==> config.mk <==
export PLATFORM = sky130hd
export DESIGN_NAME = sba_core_bus_arbiter
export DESIGN_NICKNAME = d
export VERILOG_FILES = /design/src/rtl/sba_arb_pkg.sv /design/src/rtl/sba_arb_owner_fifo.sv /design/src/rtl/sba_core_bus_arbiter.sv
export SDC_FILE = /design/constraint.sdc
export NUM_CORES = 1
export LEC_CHECK = 0
export CAP_MARGIN = 20
export CORE_AREA = 8 8 103 105
export CTS_CLUSTER_DIAMETER = 100
export DETAILED_ROUTE_END_ITERATION = 6
export DIE_AREA = 0 0 111 113
export PLACE_DENSITY = 0.73
export SKIP_LAST_GASP = 1
export SYNTH_ARGS = -nofsm -noshare
export SYNTH_HDL_FRONTEND = slang
export SYNTH_HIERARCHICAL = 1
export SYNTH_SLANG_ARGS = --single-unit
==> constraint.sdc <==
create_clock -name clk_i -period 6.75 [get_ports clk_i]
set_clock_uncertainty 0.15 [all_clocks]
set_input_delay 1.35 -clock clk_i [delete_from_list [all_inputs] [get_ports clk_i]]
set_output_delay 1.35 -clock clk_i [all_outputs]
set_load 0.01 [all_outputs]
==> src/rtl/sba_arb_pkg.sv <==
// Shared types for the core/debug data-memory port arbiter.
package sba_arb_pkg;

    localparam int unsigned NumPorts = 2;

    typedef enum logic {
        OwnerCore = 1'b0,
        OwnerDbg  = 1'b1
    } owner_e;

endpackage

==> src/rtl/sba_arb_owner_fifo.sv <==
// In-order record of which port owns each granted-but-unanswered transaction.
module sba_arb_owner_fifo
    import sba_arb_pkg::*;
#(
    parameter int unsigned Depth = 2
) (
    input  logic clk_i,
    input  logic rst_ni,
    input  logic push_i,
    input  logic push_owner_i,
    input  logic pop_i,
    output logic full_o,
    output logic empty_o,
    output logic head_o
);

    localparam int unsigned PtrW = (Depth > 1) ? $clog2(Depth) : 1;
    localparam int unsigned CntW = $clog2(Depth + 1);
    localparam logic [PtrW-1:0] LastPtr  = PtrW'(Depth - 1);
    localparam logic [CntW-1:0] DepthCnt = CntW'(Depth);

    owner_e          r_mem [Depth];
    logic [PtrW-1:0] r_rd;
    logic [PtrW-1:0] r_wr;
    logic [CntW-1:0] r_cnt;
    logic            w_do_push;
    logic            w_do_pop;

    function automatic logic [PtrW-1:0] next_ptr(input logic [PtrW-1:0] ptr);
        return (ptr == LastPtr) ? '0 : ptr + PtrW'(1);
    endfunction

    assign full_o    = (r_cnt == DepthCnt);
    assign empty_o   = (r_cnt == '0);
    assign head_o    = r_mem[r_rd];
    // A push into a full FIFO is accepted only when the head leaves in the same cycle.
    assign w_do_push = push_i && (!full_o || pop_i);
    assign w_do_pop  = pop_i && !empty_o;

    always_ff @(posedge clk_i) begin
        if (w_do_push) begin
            r_mem[r_wr] <= owner_e'(push_owner_i);
        end
    end

    always_ff @(posedge clk_i) begin
        if (!rst_ni) begin
            r_rd  <= '0;
            r_wr  <= '0;
            r_cnt <= '0;
        end else begin
            if (w_do_push) begin
                r_wr <= next_ptr(r_wr);
            end
            if (w_do_pop) begin
                r_rd <= next_ptr(r_rd);
            end
            case ({w_do_push, w_do_pop})
                2'b10:   r_cnt <= r_cnt + CntW'(1);
                2'b01:   r_cnt <= r_cnt - CntW'(1);
                default: r_cnt <= r_cnt;
            endcase
        end
    end

endmodule

==> src/rtl/sba_core_bus_arbiter.sv <==
// Shares one data-memory port between the core LSU (port 0) and the debug SBA host (port 1);
// responses are steered back to their issuer through an in-order owner FIFO.
module sba_core_bus_arbiter
    import sba_arb_pkg::*;
#(
    parameter int unsigned BusWidth       = 32,
    parameter int unsigned MaxOutstanding = 2,
    parameter bit          DbgHighPrio    = 1'b0
) (
    input  logic                           clk_i,
    input  logic                           rst_ni,
    input  logic [NumPorts-1:0]            req_i,
    input  logic [NumPorts*BusWidth-1:0]   add_i,
    input  logic [NumPorts-1:0]            we_i,
    input  logic [NumPorts*BusWidth-1:0]   wdata_i,
    input  logic [NumPorts*BusWidth/8-1:0] be_i,
    output logic [NumPorts-1:0]            gnt_o,
    output logic [NumPorts-1:0]            r_valid_o,
    output logic [BusWidth-1:0]            r_rdata_o,
    output logic                           mem_req_o,
    output logic [BusWidth-1:0]            mem_add_o,
    output logic                           mem_we_o,
    output logic [BusWidth-1:0]            mem_wdata_o,
    output logic [BusWidth/8-1:0]          mem_be_o,
    input  logic                           mem_gnt_i,
    input  logic                           mem_r_valid_i,
    input  logic [BusWidth-1:0]            mem_r_rdata_i,
    output logic                           rsp_err_o
);

    localparam int unsigned BeWidth = BusWidth / 8;

    owner_e w_sel;
    owner_e r_hold_sel;
    owner_e r_last_gnt;
    logic   r_hold;
    logic   r_rsp_err;
    logic   w_req_sel;
    logic   w_gnt;
    logic   w_rsp;
    logic   w_full;
    logic   w_empty;
    logic   w_head;

    // A held choice wins over any new request until the downstream grant arrives.
    always_comb begin
        w_sel = OwnerCore;
        if (r_hold) begin
            w_sel = r_hold_sel;
        end else if (DbgHighPrio) begin
            w_sel = req_i[1] ? OwnerDbg : OwnerCore;
        end else if (req_i[0] && req_i[1]) begin
            w_sel = (r_last_gnt == OwnerCore) ? OwnerDbg : OwnerCore;
        end else if (req_i[1]) begin
            w_sel = OwnerDbg;
        end
    end

    assign w_req_sel = (w_sel == OwnerDbg) ? req_i[1] : req_i[0];
    assign mem_req_o = w_req_sel && !w_full;
    assign w_gnt     = mem_gnt_i && mem_req_o;
    assign gnt_o     = {w_gnt && (w_sel == OwnerDbg), w_gnt && (w_sel == OwnerCore)};

    always_comb begin
        mem_add_o   = '0;
        mem_we_o    = 1'b0;
        mem_wdata_o = '0;
        mem_be_o    = '0;
        if (w_req_sel) begin
            if (w_sel == OwnerDbg) begin
                mem_add_o   = add_i[BusWidth +: BusWidth];
                mem_we_o    = we_i[1];
                mem_wdata_o = wdata_i[BusWidth +: BusWidth];
                mem_be_o    = be_i[BeWidth +: BeWidth];
            end else begin
                mem_add_o   = add_i[0 +: BusWidth];
                mem_we_o    = we_i[0];
                mem_wdata_o = wdata_i[0 +: BusWidth];
                mem_be_o    = be_i[0 +: BeWidth];
            end
        end
    end

    assign w_rsp     = mem_r_valid_i && !w_empty;
    assign r_valid_o = {w_rsp && w_head, w_rsp && !w_head};
    assign r_rdata_o = mem_r_rdata_i;
    assign rsp_err_o = r_rsp_err;

    // Last-granted resets to the debug port so the core has first turn.
    always_ff @(posedge clk_i) begin
        if (!rst_ni) begin
            r_hold     <= 1'b0;
            r_hold_sel <= OwnerCore;
            r_last_gnt <= OwnerDbg;
            r_rsp_err  <= 1'b0;
        end else begin
            r_hold     <= mem_req_o && !mem_gnt_i;
            r_hold_sel <= w_sel;
            if (w_gnt) begin
                r_last_gnt <= w_sel;
            end
            if (mem_r_valid_i && w_empty) begin
                r_rsp_err <= 1'b1;
            end
        end
    end

    sba_arb_owner_fifo #(
        .Depth(MaxOutstanding)
    ) u_owner_fifo (
        .clk_i       (clk_i),
        .rst_ni      (rst_ni),
        .push_i      (w_gnt),
        .push_owner_i(w_sel),
        .pop_i       (mem_r_valid_i),
        .full_o      (w_full),
        .empty_o     (w_empty),
        .head_o      (w_head)
    );

endmodule

======== Word level (Yosys, flattened, before mapping) ========
Memory sizes are Yosys's and may differ from the RTL's. A register that Yosys moved wholly into a read port is not among the register bits.
Cells that the tools add are included.
operators by class
  add/subtract/negate cells ............... 4
  multiplexer cells ....................... 20
  equal/unequal tests ..................... 3
  bitwise gates (word level) .............. 1
  reduce and logical (&&, ||, !) cells .... 18
operators by type and width
  kind                   number
  $mux W32               4
  $mux W1                13
  $logic_and A1 B1 Y1    11
  $mux W4                2
  $eq A2 B2 Y1 const B   2
  $logic_not A1 Y1       4
  $pmux W2 S2            1
  $add A1 B1 Y1 const B  2
  $add A2 B1 Y2 const B  1
  $eq A2 B1 Y1 const B   1
  $logic_not A2 Y1       1
  $reduce_bool A2 Y1     1
  $sub A2 B1 Y2 const B  1
  $logic_or A1 B1 Y1     1
  $not A1 Y1             1
storage, ports and cells
  register bits ........................... 8
  RAM bits ................................ 2
  memories kept ........................... 1
memories
  name                depth  width  read ports  clocked after Yosys merged registers in  wr ports  RTL line                  RTL
  u_owner_fifo.r_mem  2      1      1           1                                        1         sba_arb_owner_fifo.sv:22  owner_e r_mem [Depth];

======== Logic depth before layout (Yosys ltp) ========
Gate-level depths: netlist (run 1).
  word-level depth ........................ 9
  depth in mapped cells ................... 10
  mapped depth without buffers ............ 9

======== By module ========
Netlist (run 1), hierarchy kept.
by module, submodules not included
  module                cells an instance  sequential area each (µm²)  area an instance (µm²)  times used
  sba_core_bus_arbiter  285                80.1                        1443.9                  1
  sba_arb_owner_fifo    29                 160.2                       307.8                   1

======== Worst setup path after synthesis (run 1) ========
Ideal clock, no wire load.
  kind .................................... input -> output
  from .................................... input req_i[1]
  to ...................................... output mem_add_o[22]
  stages .................................. 5
  slack ................................... 3.046 ns
  arrival ................................. 2.204 ns
  required time ........................... 5.250 ns
  path buffers ............................ 1
  path through ............................ nor2b_1 > a22oi_2 > buf_2 > nand2_1 > a21oi_1
between the ends
  cells in the longest elaborated chain, start to end .. 5
  elaborated cells on any way between the ends .. 7
  classes of those cells .................. mux (6); reduce/logical (1)
ends and longest elaborated chain
  item                                                   RTL line                                                RTL
  from (decl)                                            sba_core_bus_arbiter.sv:12                              input logic [NumPorts-1:0] req_i,
  $mux W1 / $logic_and A1 B1 Y1 (equally long branches)  sba_core_bus_arbiter.sv:54, sba_core_bus_arbiter.sv:52
  $mux W1                                                sba_core_bus_arbiter.sv:52                              end else if (req_i[0] && req_i[1]) begin
  $mux W1                                                sba_core_bus_arbiter.sv:48                              if (r_hold) begin
  $mux W32 / $mux W1 (equally long branches)             sba_core_bus_arbiter.sv:70, sba_core_bus_arbiter.sv:59
  $mux W32 (*)                                           sba_core_bus_arbiter.sv:69                              if (w_req_sel) begin
  to (decl)                                              sba_core_bus_arbiter.sv:21                              output logic [BusWidth-1:0] mem_add_o,
Mark *: on every way between the ends. The rest lies on a longest branch, timed or not.

======== Worst setup path after layout (run 1) ========
  from .................................... input req_i[0]
  to ...................................... output mem_add_o[4]
between the ends
  cells in the longest elaborated chain, start to end .. 5
  elaborated cells on any way between the ends .. 6
  classes of those cells .................. mux (5); reduce/logical (1)
ends and longest elaborated chain
  item                                        RTL line
  $logic_and A1 B1 Y1                         sba_core_bus_arbiter.sv:52
  $mux W1                                     sba_core_bus_arbiter.sv:52
  $mux W1                                     sba_core_bus_arbiter.sv:48
  $mux W32 / $mux W1 (equally long branches)  sba_core_bus_arbiter.sv:70, sba_core_bus_arbiter.sv:59
  $mux W32 (*)                                sba_core_bus_arbiter.sv:69
Marks and branches as above.

==> metrics.md, run 1 <==
| Metric | Value |
|---|---|
| Top-count cell post-synth | `nand2_1` |
| Async set-reset flop share out of synthesis | `0` |
| Row cnt | `35` |
| Tmin final | `approximately 5.3 ns` |
| Total grt overflow | `0` |
| Total Neg Setup Slack | `0 ns` |
| Synth Cell Area | `between 0.0015 and 0.002 mm2` |
| Synth Register Bits | `11` |
| CTS tree | `built` |
| Clk_lat worst skew | `about 0.24 ns` |
| Num CTS Buffers | `3` |
| Pwr dens | `between 150 and 200 mW/mm2` |
| Placement Cell Area | `about 0.0037 mm2` |
| Slew @ Worst Pin | `approximately 0.79 ns` |
| DRT antenna net count | `0` |
| # DRC | `0` |
| Setup ws final | `between 1 and 1.5 ns` |
| Most instantiated cells after synthesis | `nand2_1 (141), a21oi_1 (70), buf_4 (39)` |
| Pins Over Slew Limit | `0` |
| Number of synthesized flops with an enable pin | `2` |
| Final wirelength | `8840 um` |
| DRT iter0 DRCs | `~120` |
| Die Wd | `roughly 110 um` |
| CTS Buffer Depth | `2` |
| Leakage power | `between 1 and 1.5 nW` |
| Average size of a mapped cell | `approximately 5.6 um2` |
| Layout cells sized above 1 | `0.0289` |
| Seq pwr share | `0.164` |
| Root Buffer | `clkbuf_8` |
| Hold Crit Class | `reg -> reg` |
| Largest net degree at the start of global routing | `74` |
| Die Area | `approximately 0.013 mm2` |
| Status | `completed` |
| Worst vdd rail ir drop | `approximately 0.00020 V` |
| Sw Share | `0.370` |
| I/O pin cnt | `approximately 280` |
| Final Instance Area | `roughly 0.0038 mm2` |
| Core box area | `roughly 0.009 mm2` |
| Post-synthesis sequential area ratio | `0.137` |
| First-pass GRT wire length | `approximately 14000 um` |
| Post-DP HPWL | `around 7100 um` |
| Vias in the first global route | `roughly 2700` |
| Cell count after synthesis | `~310` |
| Worst-path fanout max | `between 40 and 50` |
| Clk pwr share | `0.114` |
| Initial antenna violation count | `0` |
| RSZ-0062 raised after global routing | `false` |
| Fin. Hold Viols | `0` |
| Die Y | `113 um` |
| Fmax | `around 190 MHz` |
| Tot Pwr | `about 0.58 mW` |
| CP Data Arrival Time | `roughly 3.8 ns` |
| ANT cells | `0` |
| Area contributors post-synth | `nand2_1 (30%), a21oi_1 (20%), buf_4 (17%)` |
| Area leader, netlist | `nand2_1` |
| Most used flip-flop cell after synthesis | `dfxtp_1` |
| Global Route Usage Sum | `0.129` |
| Cts repair resizes | `0` |
| Yosys warns | `6` |
| IO Port Bufs | `between 200 and 250` |
| Synth cell types | `31` |
| Critical path class | `in -> out` |
| Post-CTS setup buffer count | `0` |
| Clock sink count | `11` |
| Dpl ws | `roughly 1.4 ns` |
| Clock transition at the registers of the reported paths | `around 0.050 ns` |
| Hold_ws | `~0.33 ns` |
| Synth top area share | `0.302` |
| Starting Density | `0.195` |
| Routed WL per cell | `14.8 um` |
| Pint | `roughly 0.37 mW` |
| H-tree Lvls | `1` |
| # nets final | `between 600 and 700` |
| GPL Wtd Cong | `0.773` |
| Fin crit share | `0.786` |
| Area grow syn2layout | `116%` |
| NetSw | `0.215 mW` |
| Maxcap violations | `0` |
| WP data required | `about 5.3 ns` |
| Final setup viols | `0` |
| Net Count, Synth | `~490` |
| Drt pass-1 iters | `4` |
| Worst slew margin | `0.472` |
| Via density | `4.40` |
| CP Launch Type | `input port` |
| Total vias in the final route | `roughly 2600` |
| Combinational share of power | `0.722` |
| Hold Buf Count CTS | `0` |
| CP endpoint kind | `output pin` |
## cells in the final DEF (no fill, tap or decap), types with 2 or more instances in the layout
master           count
clkdlybuf4s50_1    218
inv_1                2
nand2_1            141
edfxtp_1             2
xnor2_1              3
dfxtp_1              9
clkbuf_8             3
and2_1               2
nor2b_1              4
buf_4                3
a21oi_1             70
nor2_1               6
nand2b_1             2
## registers in the layout, summed over array words and instances, names as in the netlist, named ones only
register            cells
r_hold                  1
r_hold_sel              1
r_last_gnt              1
rsp_err_o               1
u_owner_fifo/r_cnt      2
u_owner_fifo/r_mem      2
u_owner_fifo/r_rd       1
u_owner_fifo/r_wr       1
## power groups by stage
stage	logic [mW]	clock network (mW)	registers, mW
after floorplan	0.207	0	0.0941
after global placement	0.416	0	0.0957
after detailed placement	0.421	0	0.0963
after CTS	0.424	0.0678	0.0951
after global routing	0.456	0.0720	0.0977
final	0.419	0.0658	0.0951
## per-layer routing
layer,track usage,vias up,wire (um)
li1,-,1322,-
met1,0.140,1158,3480
met2,0.236,135,4450
met3,0.0492,10,808
met4,0.0207,0,104
met5,0,-,0
## critical path: stages
cell and delay, ns:
clkdlybuf4s50_1 0.44, a21boi_0 0.18, o2bb2ai_4 0.68, buf_4 0.51, a21oi_1 0.10, clkdlybuf4s50_1 0.51
## through the flow
stage,instances,util
after floorplan,314,-
after detailed placement,592,0.417
after global routing,596,0.422
after CTS,596,0.422
final,596,0.422
after global placement,592,0.417
## final cells by class
class,instances,area (um2)
Tap cell,111,139
Fill cell,930,5190
Timing Repair Buffer,221,2200
Inverter,3,11.3
Sequential cell,11,240
Multi-Input combinational cell,246,1150
Clock buffer,4,45.0
## cell families (layout without fill, tap and decap cells)
kind of cell / count (synthesis) / in the layout / share of synthesized area
adder cells (fa/ha/maj): 1 / 1 / 0.00714
AO/OA/AOI/OAI: 79 / 79 / 0.242
buffers and inverters: 57 / 228 / 0.216
multiplexers: 2 / 2 / 0.0121
flip-flops: 11 / 11 / 0.137
AND/OR/NAND/NOR: 161 / 161 / 0.370
XOR/XNOR: 3 / 3 / 0.0150
## worst paths after layout
path | cells past startpoint | from | slack [ns] | end
setup reg to reg | 7 | r_hold$_SDFF_PN0_ | 4.15 | u_owner_fifo/r_cnt[1]$_SDFFE_PN0P_
setup / recovery | 6 | req_i[0] | 1.45 | mem_add_o[4]
hold reg to reg | 2 | u_owner_fifo/r_wr$_SDFFE_PN0N_ | 0.33 | u_owner_fifo/r_wr$_SDFFE_PN0N_
hold / removal | 2 | u_owner_fifo/r_wr$_SDFFE_PN0N_ | 0.33 | u_owner_fifo/r_wr$_SDFFE_PN0N_
Note: power is estimated with default switching activity, not from simulation.
==> run 2, diff against run 1 <==
--- a/config.mk
+++ b/config.mk
@@ -6,11 +6,11 @@
 export NUM_CORES = 1
 export LEC_CHECK = 0
 export CAP_MARGIN = 20
-export CORE_AREA = 8 8 103 105
+export CORE_MARGIN = 8
+export CORE_UTILIZATION = 20
 export CTS_CLUSTER_DIAMETER = 100
 export DETAILED_ROUTE_END_ITERATION = 6
-export DIE_AREA = 0 0 111 113
-export PLACE_DENSITY = 0.73
+export PLACE_DENSITY = 0.77
 export SKIP_LAST_GASP = 1
 export SYNTH_ARGS = -nofsm -noshare
 export SYNTH_HDL_FRONTEND = slang
==> constraint.sdc (replaced) <==
create_clock -name clk_i -period 4.4 [get_ports clk_i]
set_clock_uncertainty 0.15 [all_clocks]
set_input_delay 0.88 -clock clk_i [delete_from_list [all_inputs] [get_ports clk_i]]
set_output_delay 0.88 -clock clk_i [all_outputs]
set_load 0.01 [all_outputs]
==> run 2 against run 1 <==
Net effect:
- die area down 4.3%
- count of clock-buffer cells in the layout is the same
- sequential cell count unchanged
- combinational power rose by 58%
- non-clock buffer count increased by 3
- critical endpoint is now mem_add_o[8]
- largest power group unchanged
==> metrics.md, run 2 (synthesis gave the netlist of run 1 again) <==
| Metric | Value |
|---|---|
| Pwr dens | `approximately 240 mW/mm2` |
| Placement Cell Area | `approximately 0.0038 mm2` |
| Largest regs | `u_owner_fifo/r_cnt x2, u_owner_fifo/r_mem x2` |
| DRT antenna net count | `0` |
| Root Buffer | `clkbuf_8` |
| Drt pass-1 iters | `4` |
| Post-DP HPWL | `7720 um` |
| Most frequent CP cell | `clkdlybuf4s50_1` |
| Pins Over Slew Limit | `0` |
| Pint | `~0.57 mW` |
| Die Area | `between 0.01 and 0.015 mm2` |
| WP buf/inv | `3` |
| Die Y | `between 100 and 150 um` |
| Starting Density | `0.204` |
| IO Port Bufs | `218` |
| Slowest stage cell on the critical path | `clkdlybuf4s50_1` |
| Clock sink count | `11` |
| Routed WL per cell | `between 15 and 20 um` |
| Fin. Hold Viols | `0` |
| Dpl ws | `0.314 ns` |
| Status | `completed` |
| Worst R2R Path Depth | `7` |
| Worst slew margin | `0.498` |
| CP Launch Type | `input port` |
| Fillers | `840` |
| Combinational share of power | `0.727` |
| Commonest non-fill, non-tap cell in the layout | `clkdlybuf4s50_1` |
| Hold depth | `2` |
| H-tree Lvls | `1` |
| Post-CTS setup buffer count | `0` |
| Crit-path cells | `clkdlybuf4s50_1 -> a21boi_0 -> o2bb2ai_4 -> buf_12 -> a21oi_1 -> clkdlybuf4s50_1` |
| Final Instance Area | `between 0.003 and 0.004 mm2` |
| Seq pwr share | `0.162` |
| Total vias in the final route | `about 2600` |
| Hold_ws | `~0.34 ns` |
| Reg area | `240 um2` |
| # nets final | `about 670` |
| CP Data Arrival Time | `approximately 3.0 ns` |
| Final setup viols | `0` |
| DRT iter0 DRCs | `between 150 and 200` |
| Fmax | `around 250 MHz` |
| Clock transition at the registers of the reported paths | `approximately 0.050 ns` |
| Slew @ Worst Pin | `about 0.75 ns` |
| Area grow syn2layout | `120%` |
| Total grt overflow | `0` |
| Total Neg Setup Slack | `0 ns` |
| Cts repair resizes | `0` |
| Critical path's top delay family | `buffers and inverters` |
| Worst-path fanout max | `36` |
| Die Wd | `110 um` |
| CP endpoint kind | `output pin` |
| GPL Wtd Cong | `between 0.8 and 0.9` |
| ANT cells | `0` |
| Critical path class | `in -> out` |
| Global Route Usage Sum | `0.135` |
| Largest net degree at the start of global routing | `a little over 40` |
| Maxcap violations | `0` |
| Via density | `4.43` |
| Initial antenna violation count | `0` |
| Vias in the first global route | `roughly 2700` |
| Fin crit share | `0.923` |
| Sw Share | `0.372` |
| Most frequent cells in the layout | `clkdlybuf4s50_1 (218), nand2_1 (141), a21oi_1 (70)` |
| Worst vdd rail ir drop | `roughly 0.00017 V` |
| Row cnt | `34` |
| Final wirelength | `9320 um` |
| CP peak stage delay | `just under 0.6 ns` |
| First-pass GRT wire length | `roughly 13000 um` |
| Layout cells sized above 1 | `0.0348` |
| Clk_lat worst skew | `between 0.2 and 0.25 ns` |
| Area of the multi-input gates | `0.00115 mm2` |
| CTS Buffer Depth | `2` |
| Setup ws final | `around 0.34 ns` |
| I/O pin cnt | `~280` |
| Clk pwr share | `0.112` |
| Hold Crit Class | `reg -> reg` |
| Stages on worst setup path | `6` |
| Fin cells | `~600` |
| Leakage power | `between 1.5 and 2 nW` |
| Placed Cells | `about 590` |
| # DRC | `0` |
| NetSw | `approximately 0.34 mW` |
| Num CTS Buffers | `3` |
| Core box area | `roughly 0.0086 mm2` |
| WP data required | `roughly 3.4 ns` |
| CTS tree | `built` |
| Hold Buf Count CTS | `0` |
| Tmin final | `a little over 4 ns` |
| RSZ-0062 raised after global routing | `false` |
## run 2: path summary, 6_finish.rpt
| kind | slack, ns | end | from |
|---|---|---|---|
| hold reg to reg | 0.34 | rsp_err_o$_SDFFE_PN0P_ | rsp_err_o$_SDFFE_PN0P_ |
| hold / removal | 0.34 | rsp_err_o$_SDFFE_PN0P_ | rsp_err_o$_SDFFE_PN0P_ |
| setup / recovery | 0.34 | mem_add_o[8] | req_i[0] |
| setup reg to reg | 1.80 | u_owner_fifo/r_cnt[1]$_SDFFE_PN0P_ | r_hold$_SDFF_PN0_ |
## run 2: final cells by class
type / count / area share
repair buffers: 224 / 0.589
multi-input cells: 246 / 0.299
flip-flops and latches: 11 / 0.0624
well taps: 108 / 0.0351
clock buffers: 4 / 0.0117
inverters: 3 / 0.00293
## run 2: power groups by stage
stage	clock [mW]	sequential, mW	combinational (mW)
after floorplan	0	0.144	0.317
after global placement	0	0.146	0.655
after detailed placement	0	0.149	0.666
after CTS	0.105	0.147	0.671
after global routing	0.109	0.151	0.719
final	0.102	0.148	0.662
## run 2: worst register-to-register path, cell delays in order (launching register included)
cell and delay, ns:
dfxtp_1 0.42, a21boi_0 0.18, o2bb2ai_4 0.65, nor2_1 0.12, o21ai_2 0.14, ha_1 0.31, or3_1 0.38, a21boi_1 0.18
## run 2: through the flow
| stage | total power [mW] | utilization |
|---|---|---|
| floorplan | 0.462 | - |
| global placement | 0.801 | 0.442 |
| detailed placement | 0.815 | 0.442 |
| CTS | 0.923 | 0.448 |
| global route | 0.978 | 0.448 |
| finish | 0.912 | 0.448 |
## run 2: metal layers
metal,GRT usage,vias up,share of wire
li1,-,1327,-
met1,0.138,1146,0.34
met2,0.254,153,0.52
met3,0.0492,17,0.13
met4,0.0357,0,0.015
met5,0,-,0
==> run 3, diff against run 2 <==
--- a/config.mk
+++ b/config.mk
@@ -6,11 +6,11 @@
 export NUM_CORES = 1
 export LEC_CHECK = 0
 export CAP_MARGIN = 20
-export CORE_MARGIN = 8
-export CORE_UTILIZATION = 20
+export CORE_AREA = 8 8 105 107
 export CTS_CLUSTER_DIAMETER = 100
 export DETAILED_ROUTE_END_ITERATION = 6
-export PLACE_DENSITY = 0.77
+export DIE_AREA = 0 0 113 115
+export PLACE_DENSITY = 0.71
 export SKIP_LAST_GASP = 1
 export SYNTH_ARGS = -nofsm -noshare
 export SYNTH_HDL_FRONTEND = slang
==> constraint.sdc (replaced) <==
create_clock -name clk_i -period 4.15 [get_ports clk_i]
set_clock_uncertainty 0.15 [all_clocks]
set_input_delay 0.83 -clock clk_i [delete_from_list [all_inputs] [get_ports clk_i]]
set_output_delay 0.83 -clock clk_i [all_outputs]
set_load 0.01 [all_outputs]
==> run 3 against run 2 <==
Net effect:
- power is 5.6% higher
- highest routed layer unchanged
- worst hold slack worse by 0.0069 ns
- wire length grew 3.5%
- first-iteration DRC count rose by 2.5%
==> metrics.md, run 3 (synthesis gave the netlist of run 1 again) <==
| Metric | Value |
|---|---|
| Status | `completed` |
| CP Launch Type | `input port` |
| Worst-path fanout max | `28` |
| WL met2 | `between 4000 and 5000 um` |
| CP Data Arrival Time | `between 2 and 3 ns` |
| RR Startpoint | `r_hold$_SDFF_PN0_` |
| Initial antenna violation count | `0` |
| Root Buffer | `clkbuf_8` |
| Routed WL per cell | `~16 um` |
| Num CTS Buffers | `3` |
| Starting Density | `0.185` |
| RSZ-0062 raised after global routing | `false` |
| Final wirelength | `9650 um` |
| Most frequent cells in the layout | `clkdlybuf4s50_1 (218), nand2_1 (141), a21oi_1 (70)` |
| Die Wd | `113 um` |
| Worst R2R Path Depth | `8` |
| ANT cells | `0` |
| Total Neg Setup Slack | `0 ns` |
| Drt pass-1 iters | `4` |
| Worst vdd rail ir drop | `between 0.0002 and 0.00025 V` |
| Tmin final | `roughly 3.9 ns` |
| Vias in the first global route | `2808` |
| I/O pin cnt | `approximately 280` |
| Clk pwr share | `0.107` |
| Die Area | `~0.013 mm2` |
| Reg area | `~240 um2` |
| Fin. Hold Viols | `0` |
| Seq pwr share | `0.161` |
| DRT iter0 DRCs | `162` |
| Maxcap violations | `0` |
| Post-DP HPWL | `8000 um` |
| WP data required | `3.17 ns` |
| Fin crit share | `0.939` |
| Metal-1 WL | `~3600 um` |
| Cts repair resizes | `0` |
| Crit. Startpoint | `req_i[1]` |
| Fmax | `257 MHz` |
| DRT antenna net count | `0` |
| CTS tree | `built` |
| Worst slew margin | `0.735` |
| GPL Wtd Cong | `approximately 0.8` |
| Combinational share of power | `0.732` |
| Min-delay src | `u_owner_fifo/r_wr$_SDFFE_PN0N_` |
| Clk_lat worst skew | `0.23 ns` |
| Hold_ws | `between 0.3 and 0.4 ns` |
| Die Y | `between 100 and 150 um` |
| Fin cells | `roughly 600` |
| Crit path to | `mem_add_o[7]` |
| Total grt overflow | `0` |
| Area of the multi-input gates | `between 0.001 and 0.0015 mm2` |
| Area grow syn2layout | `120%` |
| CTS Buffer Depth | `2` |
| RR Endpoint | `u_owner_fifo/r_cnt[1]$_SDFFE_PN0P_` |
| Critical path class | `in -> out` |
| Largest net degree at the start of global routing | `between 40 and 50` |
| R2R Setup Slk | `1.74 ns` |
| Clock transition at the registers of the reported paths | `approximately 0.05 ns` |
| Hold Crit Class | `reg -> reg` |
| Pint | `0.607 mW` |
| Layout cells sized above 1 | `0.0348` |
| Post-CTS setup buffer count | `0` |
| Total vias in the final route | `2702` |
| Commonest non-fill, non-tap cell in the layout | `clkdlybuf4s50_1` |
| Via density | `4.49` |
| CP endpoint kind | `output pin` |
| Row cnt | `36` |
| Core box area | `between 0.009 and 0.01 mm2` |
| Hold Buf Count CTS | `0` |
| Clock sink count | `11` |
| Leakage power | `about 1.5 nW` |
| Fin util | `0.408` |
| NetSw | `roughly 0.36 mW` |
| H-tree Lvls | `1` |
| # nets final | `666` |
| Largest regs | `u_owner_fifo/r_cnt x2, u_owner_fifo/r_mem x2` |
| Placed Cells | `between 500 and 600` |
| Pins Over Slew Limit | `0` |
| Pwr dens | `250 mW/mm2` |
| DR WL met3 | `around 1100 um` |
| # DRC | `0` |
| Sw Share | `0.370` |
| Final setup viols | `0` |
| Slew @ Worst Pin | `just under 0.4 ns` |
| IO Port Bufs | `218` |
| Fillers | `between 900 and 1000` |
| First-pass GRT wire length | `between 10000 and 15000 um` |
| Global Route Usage Sum | `0.134` |
| Max layer used | `met4` |
-- run 3: how the worst min path moves through the flow --
| stage | to | slack (ns) | cells after the start |
|---|---|---|---|
| 6_report | u_owner_fifo/r_wr$_SDFFE_PN0N_ | 0.33 | 2 |
| 3_5_place_dp | u_owner_fifo/r_wr$_SDFFE_PN0N_ | 0.32 | 2 |
| 5_1_grt | u_owner_fifo/r_wr$_SDFFE_PN0N_ | 0.35 | 2 |
| 3_3_place_gp | u_owner_fifo/r_wr$_SDFFE_PN0N_ | 0.31 | 2 |
| 2_1_floorplan | u_owner_fifo/r_wr$_SDFFE_PN0N_ | 0.30 | 2 |
| 4_1_cts | u_owner_fifo/r_wr$_SDFFE_PN0N_ | 0.33 | 2 |
-- run 3: metrics by stage --
stage,power (mW),setup slack (ns),area [um2]
detailed placement,0.863,0.263,3810
CTS,0.974,0.257,3850
finish,0.963,0.252,3850
global route,1.04,0.158,3850
global placement,0.851,0.291,3810
floorplan,0.490,1.47,1750
-- run 3: power by group through the flow --
stage          logic (mW)  registers (mW)  clock network, mW
2_1_floorplan       0.337           0.153                  0
3_3_place_gp        0.696           0.155                  0
3_5_place_dp        0.707           0.156                  0
4_1_cts             0.712           0.155              0.107
5_1_grt             0.763           0.158              0.114
6_report            0.704           0.155              0.103
-- run 3: metal layers --
layer,vias to the layer above,GRT usage
li1,1326,-
met1,1200,0.133
met2,152,0.247
met3,24,0.0551
met4,0,0.0435
met5,-,0
-- run 3: cell type report --
type                    instances  area share
clock buffers                   4      0.0117
inverters                       3     0.00292
flip-flops and latches         11      0.0623
well taps                     114      0.0370
multi-input cells             246       0.299
repair buffers                224       0.587
-- run 3: worst max-delay path, cell delays in order --
cell             delay, ns
clkdlybuf4s50_1       0.46
nor2b_1               0.17
a22oi_2               0.25
buf_4                 0.35
nand2_1               0.09
a21oi_1               0.18
clkdlybuf4s50_1       0.58
